### config.mk
export PLATFORM = sky130hd
export DESIGN_NAME = rr_mux4_p
export DESIGN_NICKNAME = d
export VERILOG_FILES = /design/src/rtl/rr_mux4_p.sv
export SDC_FILE = /design/constraint.sdc
export NUM_CORES = 1
export LEC_CHECK = 0
export ABC_AREA = 1
export ABC_CLOCK_PERIOD_IN_PS = 1750
export CORE_ASPECT_RATIO = 0.8
export CORE_UTILIZATION = 43
export DETAILED_ROUTE_END_ITERATION = 16
export GPL_ROUTABILITY_DRIVEN = 0
export PLACE_DENSITY = 0.87
export SLEW_MARGIN = 40
export SYNTH_ARGS = -nofsm -noshare
export SYNTH_HDL_FRONTEND = slang
export SYNTH_SLANG_ARGS = --single-unit
### constraint.sdc
create_clock -name clk -period 1.75 [get_ports clk]
set_input_delay 0.175 -clock clk [delete_from_list [all_inputs] [get_ports clk]]
set_output_delay 0.175 -clock clk [all_outputs]
set_load 0.1 [all_outputs]
### src/rtl/rr_mux4_p.sv
// Four-input multiplexer with a one-word registered output stage and a valid/ready handshake.
// The channel comes from sel (MODE=0) or from round-robin arbitration (MODE=1).
// Define RR_MUX_GNT_CNT_EN to add a 16-bit wrapping grant counter on port gnt_cnt.
module rr_mux4_p #(
    parameter int N    = 4,
    parameter int MODE = 1
) (
    input  logic         clk,
    input  logic         rst,
    input  logic [N-1:0] in3,
    input  logic [N-1:0] in2,
    input  logic [N-1:0] in1,
    input  logic [N-1:0] in0,
    input  logic [3:0]   vld,
    output logic [3:0]   rdy_in,
    input  logic [1:0]   sel,
    output logic [N-1:0] out,
    output logic         out_vld,
    input  logic         out_rdy,
    output logic [1:0]   out_ch
`ifdef RR_MUX_GNT_CNT_EN
    ,
    output logic [15:0]  gnt_cnt
`endif
);

    // Handshake: a channel word moves into out when vld[k] and rdy_in[k] are both high at a
    // rising edge. out moves to the consumer when out_vld and out_rdy are both high. rdy_in
    // depends on the current vld, sel and out_rdy, and has at most one bit set.
    logic [1:0]   ptr;
    logic         load_en;
    logic         gnt_any;
    logic [1:0]   gnt_idx;
    logic [N-1:0] gnt_data;

    always_comb begin
        logic [1:0] cand;
        cand    = 2'd0;
        load_en = !out_vld || out_rdy;
        gnt_any = 1'b0;
        gnt_idx = 2'd0;
        if (MODE == 0) begin
            gnt_idx = sel;
            gnt_any = vld[sel];
        end else begin
            // Walk from lowest to highest priority; the last match is the highest priority.
            for (int k = 4; k >= 1; k--) begin
                cand = ptr + 2'(k);
                if (vld[cand]) begin
                    gnt_any = 1'b1;
                    gnt_idx = cand;
                end
            end
        end
        if (rst || !load_en) begin
            gnt_any = 1'b0;
        end
        rdy_in = gnt_any ? (4'b0001 << gnt_idx) : 4'b0000;
    end

    always_comb begin
        case (gnt_idx)
            2'd0:    gnt_data = in0;
            2'd1:    gnt_data = in1;
            2'd2:    gnt_data = in2;
            default: gnt_data = in3;
        endcase
    end

    // ptr resets to 3 so that channel 0 has first priority after reset.
    always_ff @(posedge clk) begin
        if (rst) begin
            out     <= '0;
            out_vld <= 1'b0;
            out_ch  <= 2'd0;
            ptr     <= 2'd3;
        end else if (gnt_any) begin
            out     <= gnt_data;
            out_ch  <= gnt_idx;
            out_vld <= 1'b1;
            ptr     <= gnt_idx;
        end else if (load_en) begin
            out_vld <= 1'b0;
        end
    end

`ifdef RR_MUX_GNT_CNT_EN
    always_ff @(posedge clk) begin
        if (rst) begin
            gnt_cnt <= 16'd0;
        end else if (gnt_any) begin
            gnt_cnt <= gnt_cnt + 16'd1;
        end
    end
`endif

endmodule

=== Word-level counts from Yosys, hierarchy flattened ===
Cells that the tools add are included.

* Register bits: 9
* Bits of input ports: 25
* Output and inout port bits: 11
* Logic and storage cells: 41

* Add/subtract/negate cells: 3
* Order comparisons: 4
* Eq/ne operators: 2
* Shifts and indexed selects: 1
* Muxes and demuxes: 21
* Reduce and logical (&&, ||, !) cells: 6

{| class="wikitable"
|+ Operators with widths
! operator !! count
|-
| $lt 2x3->1 const B || 4
|-
| $pmux 4 s3 || 1
|-
| $mux 1 || 11
|-
| $bmux 1 s2 || 4
|-
| $mux 2 || 4
|-
| $add 2x2->2 const B || 2
|-
| $mux 4 || 1
|-
| $shl 1x2->4 const A || 1
|-
| $add 2x1->2 const B || 1
|-
| $eq 2x1->1 const B || 1
|-
| $eq 2x2->1 const B || 1
|-
| $logic_not 1->1 || 2
|-
| $logic_not 2->1 || 1
|-
| $logic_or 1x1->1 || 2
|-
| $reduce_bool 2->1 || 1
|}

=== Logic depth before layout (Yosys ltp) ===
* Depth in word-level cells: 8
* Mapped depth: 15
* Depth with buffers taken out: 14

=== Worst setup path before layout ===
Ideal clock, no wire load.

* Path type: register -> output
* From: reg out_vld
* To: out rdy_in[0]
* Arrival: 3.323 ns
* Required time: 1.575 ns
* Setup slack: -1.748 ns
* Stages on the path, launching flop included: 6
* Buffers on the path: 0
* Path through: dfxtp_1 > inv_1 > nor2_1 > nor3_4 > inv_2 > nor3_1

* Cells in the longest elaborated chain, start to end: 6

{| class="wikitable"
|+ RTL lines
! item !! RTL line !! source
|-
| start, declared || 18 || <nowiki>output logic out_vld,</nowiki>
|-
| start signal, assigned || 74 || <nowiki>out_vld <= 1'b0;</nowiki>
|-
| start signal, assigned || 80 || <nowiki>out_vld <= 1'b1;</nowiki>
|-
| start signal, assigned || 83 || <nowiki>out_vld <= 1'b0;</nowiki>
|-
| $logic_not 1->1 || 39 || <nowiki>load_en = !out_vld || out_rdy;</nowiki>
|-
| $logic_or 1x1->1 || 39 ||
|-
| $logic_not 1->1 || 55 || <nowiki>if (rst || !load_en) begin</nowiki>
|-
| $logic_or 1x1->1 || 55 ||
|-
| $mux 1 || 55 ||
|-
| $mux 4 || 58 || <nowiki>rdy_in = gnt_any ? (4'b0001 << gnt_idx) : 4'b0000;</nowiki>
|-
| end, declared || 15 || <nowiki>output logic [3:0] rdy_in,</nowiki>
|}

Every way passes these cells.

=== Worst setup path after layout ===
* From: reg ptr[0]
* To: out rdy_in[0]

* Cells in the longest elaborated chain, start to end: 8
* Elaborated cells between the ends (all ways): 22
* Those cells by class: 3 x add/sub; 1 x shift; 18 x mux

{| class="wikitable"
|+ RTL lines
! item !! RTL line !! source
|-
| start, declared || 30 || <nowiki>logic [1:0] ptr;</nowiki>
|-
| start signal, assigned || 81 || <nowiki>ptr <= gnt_idx;</nowiki>
|-
| $add 2x2->2 or $bmux 1 s2 (tied branches) || 48, 49 ||
|-
| $bmux 1 s2 or $mux 1 (tied branches) || 49 || <nowiki>if (vld[cand]) begin</nowiki>
|-
| $mux 1 (not written as such) or $mux 2 (tied branches) || 49 ||
|-
| $mux 2 or $mux 1 (tied branches) (3 in a row) || 49 ||
|-
| $shl 1x2->4 or $mux 1 (tied branches) || 58, 55 ||
|-
| $mux 4 * || 58 ||
|}

Mark *: on every way between the ends. The rest lies on a longest branch, timed or not. The select of a mux whose other input is x is not followed.

==> metrics list <==
- Run status: complete, but fails checks
- Failing checks: negative setup slack
* Vias per Instance: 5.03
* Share of final-layout standard cells stronger than drive strength 1: 0.511
- Worst path cell trace: buf_12, o21ai_2, buf_4, nor4_2, nor3_4, inv_2, nor3_4, buf_12
- Counting I/O delays and the setup requirement, the final critical path takes 2.06 ns.
* Register bit total from synthesis: 9
* Core footprint: 0.00193 sq mm
* Per-cell routed wire length: 13.5 microns
- TritonCTS Buffers: 3
- The die is 53.1 microns wide.
- The count of buffers added on input and output ports is 33.
* DRC violations left: 0
* Worst Setup Path Type: reg -> out
- Final count of hold timing violations: 0
* Required time of the critical path: 1.57 ns
* Worst EP arrival: 1.88 ns
* Clock Skews: 0.00122 ns
- Worst-skew pair later-pin latency: 0.25 ns
- Antenna violations before repair: 0
- Critical-path cell with the highest stage delay: sky130_fd_sc_hd__dfxtp_2
* Setup repair after global routing missed its margin: yes
* Worst hold slack across all endpoints: 0.482 ns
* Ys Warns: 0
- The detail route stage leaves a number of antenna-violating nets equal to 0.
- Share of the cycle needed by the critical path after routing: 1.18
- TritonCTS built the clock tree.
- Post-Synthesis Mean Instance Area: 7.18 sq um
- The biggest area contributor in the post-synthesis netlist is sky130_fd_sc_hd__dfxtp_1.
- The final route contains 1005 vias.
- Number of pins exceeding their max-slew limit in the final report: 0
* Number of global-route vias before repair: 932
- STA classifies the critical path startpoint as a flop.
* Die Height: 42.9 microns
- Counting every instance in the synthesized netlist gives 125.
- In the post-synthesis netlist, the biggest area contributors are sky130_fd_sc_hd__dfxtp_1 20%, sky130_fd_sc_hd__nand2_1 13%, sky130_fd_sc_hd__nand2_4 7.5%.
- Most frequent standard cell in the layout excluding fill and tap cells: sky130_fd_sc_hd__nand2_1
* Total congestion overflow: 0
- Entering global routing, the biggest net connects 13 pins.
* DIE AREA: 0.00227 sq mm
- Initial DRC Count: 26
- Portion of synthesized cell area occupied by the leading cell type: 0.201
- Transition at the pin with the smallest max-transition slack: 0.351 ns
* Ports placed on the boundary: 36
* Final HPWL DP: 1950 microns
- After filler insertion, the fill cell instance count of the layout stands at 138.
* Maximum fanout along the worst path: 9
* Class of the worst hold path: reg -> reg
* Number of buffers between clock root and the deepest sink: 2
- Signed area change from the synthesized netlist to the final layout: 65.3%
- Portion of the post-synthesis area used by sequential elements: 0.201
- The top cell types in the final layout, fill and taps aside, are 29 x sky130_fd_sc_hd__nand2_1, 23 x sky130_fd_sc_hd__buf_4, 21 x sky130_fd_sc_hd__clkdlybuf4s50_1, 12 x sky130_fd_sc_hd__nand2_2, 11 x sky130_fd_sc_hd__inv_2.
- Row generation in the floorplan step produced 14 rows.
* Initial core utilization: 0.466
* Crit end category: output pin
- The largest single stage delay on the critical path is 0.33 ns.
- The number of antenna diodes in the final layout is 0.
* Worst-case setup margin in the final layout: -0.306 ns
- Global routing usage summed across all routing layers: 0.233
* Normalized max-slew margin: 0.764
- After clock tree synthesis, the clock-pin slew on the worst setup and hold paths is 0.06 ns.
* Post-synthesis net count: 150
- Top achievable clock speed: 0.486 GHz
* Count of different cell masters after synthesis: 30
- Post-Route Setup TNS: -1.64 ns
* # hold bufs at CTS: 0
* Wire length after detailed routing: 2710 microns
* Maximum Capacitance Violations: 0
- Global-route wire length before repair: 3890 microns
- Setup violations remaining at the end of the flow were counted as 8.
- Final nets: 202
- Root Driver: sky130_fd_sc_hd__clkbuf_4
- The first detailed-routing pass took 4 iterations.
- H-tree levels: 1
* Post-Syn Area: 897 sq um
* Total number of clock tree sinks: 9
state kept, by name (all words and copies together), names as in the netlist:
name	cells
out	4
out_ch	2
out_vld	1
ptr	2
per-stage QoR:
step,util,area [sq um],cells,worst slack (ns)
floorplan,-,932,125,-0.368
global placement,0.723,1390,193,-0.240
detailed placement,0.723,1390,193,-0.274
CTS,0.750,1450,197,-0.293
global route,0.769,1480,200,-0.417
finish,0.769,1480,200,-0.306
per-layer routing:
layer / routed length, microns / global-route usage / share of wire / up-vias
met4: 38 / 0.0947 / 0.014 / 0
met1: 1120 / 0.291 / 0.42 / 462
met2: 1380 / 0.405 / 0.51 / 38
met5: 0 / 0 / 0 / -
met3: 163 / 0.0179 / 0.060 / 4
li1: - / - / - / 501
path summary, 6_finish.rpt:
kind	startpoint	to	slack, ns	depth (start not counted)
worst max-delay path	ptr[0]	rdy_in[0]	-0.31	8
worst max register to register	ptr[0]	out[3]	-0.18	17
worst min-delay path	out_ch[0]	out_ch[0]	0.48	2
worst min register to register	out_ch[0]	out_ch[0]	0.48	2
cell usage after synthesis:
cell type and count:
sky130_fd_sc_hd__inv_8 1, sky130_fd_sc_hd__o21ai_0 1, sky130_fd_sc_hd__nor2_1 8, sky130_fd_sc_hd__nand3_4 1, sky130_fd_sc_hd__o21ai_1 1, sky130_fd_sc_hd__nand2_1 32
sky130_fd_sc_hd__buf_1 1, sky130_fd_sc_hd__and2_4 1, sky130_fd_sc_hd__nand3b_1 4, sky130_fd_sc_hd__inv_2 11, sky130_fd_sc_hd__nor4_2 1, sky130_fd_sc_hd__dfxtp_1 9
sky130_fd_sc_hd__nand4_1 4, sky130_fd_sc_hd__nand3_1 5, sky130_fd_sc_hd__nand2_4 6, sky130_fd_sc_hd__a21oi_2 4, sky130_fd_sc_hd__a21oi_1 2, sky130_fd_sc_hd__inv_1 5
sky130_fd_sc_hd__buf_12 1, sky130_fd_sc_hd__o21bai_2 3, sky130_fd_sc_hd__nor2_2 1, sky130_fd_sc_hd__a21boi_4 1, sky130_fd_sc_hd__buf_6 2, sky130_fd_sc_hd__nand3_2 4
sky130_fd_sc_hd__nand2_2 9, sky130_fd_sc_hd__nor3_4 1, sky130_fd_sc_hd__clkinv_1 2, sky130_fd_sc_hd__nor3_1 1, sky130_fd_sc_hd__o21ai_2 1, sky130_fd_sc_hd__o21bai_1 2
logic make-up after synthesis:
group           after synthesis  synth area share
simple gates                 78             0.513
flops                         9             0.201
compound gates               15             0.146
buf+inv                      23             0.139
timing repair:
action                                  in CTS  in global routing
gates resized for setup                      7                  4
pin swaps                                    0                  4
endpoints found under the setup margin       8                 12
gates cloned                                 0                  0
setup buffers                                0                  3
cell type report:
cell class	count	area, sq um	area share
clock buffer	4	26.3	0.0177
timing repair buffer	51	507	0.342
sequential	9	184	0.124
tap	24	30.0	0.0203
multi-input combinational	93	657	0.443
inverter	19	78.8	0.0532
worst max-delay path: cells and delay by family (launching register included):
family                 cells  cell delay, ns
flip-flops                 1            0.33
buffers and inverters      4            0.57
AND/OR/NAND/NOR            3            0.56
AO/OA/AOI/OAI              1            0.17
Power is left out: the tool's default activity adds up to more than one toggle a clock period on the data nets, which glitch-free logic cannot reach.
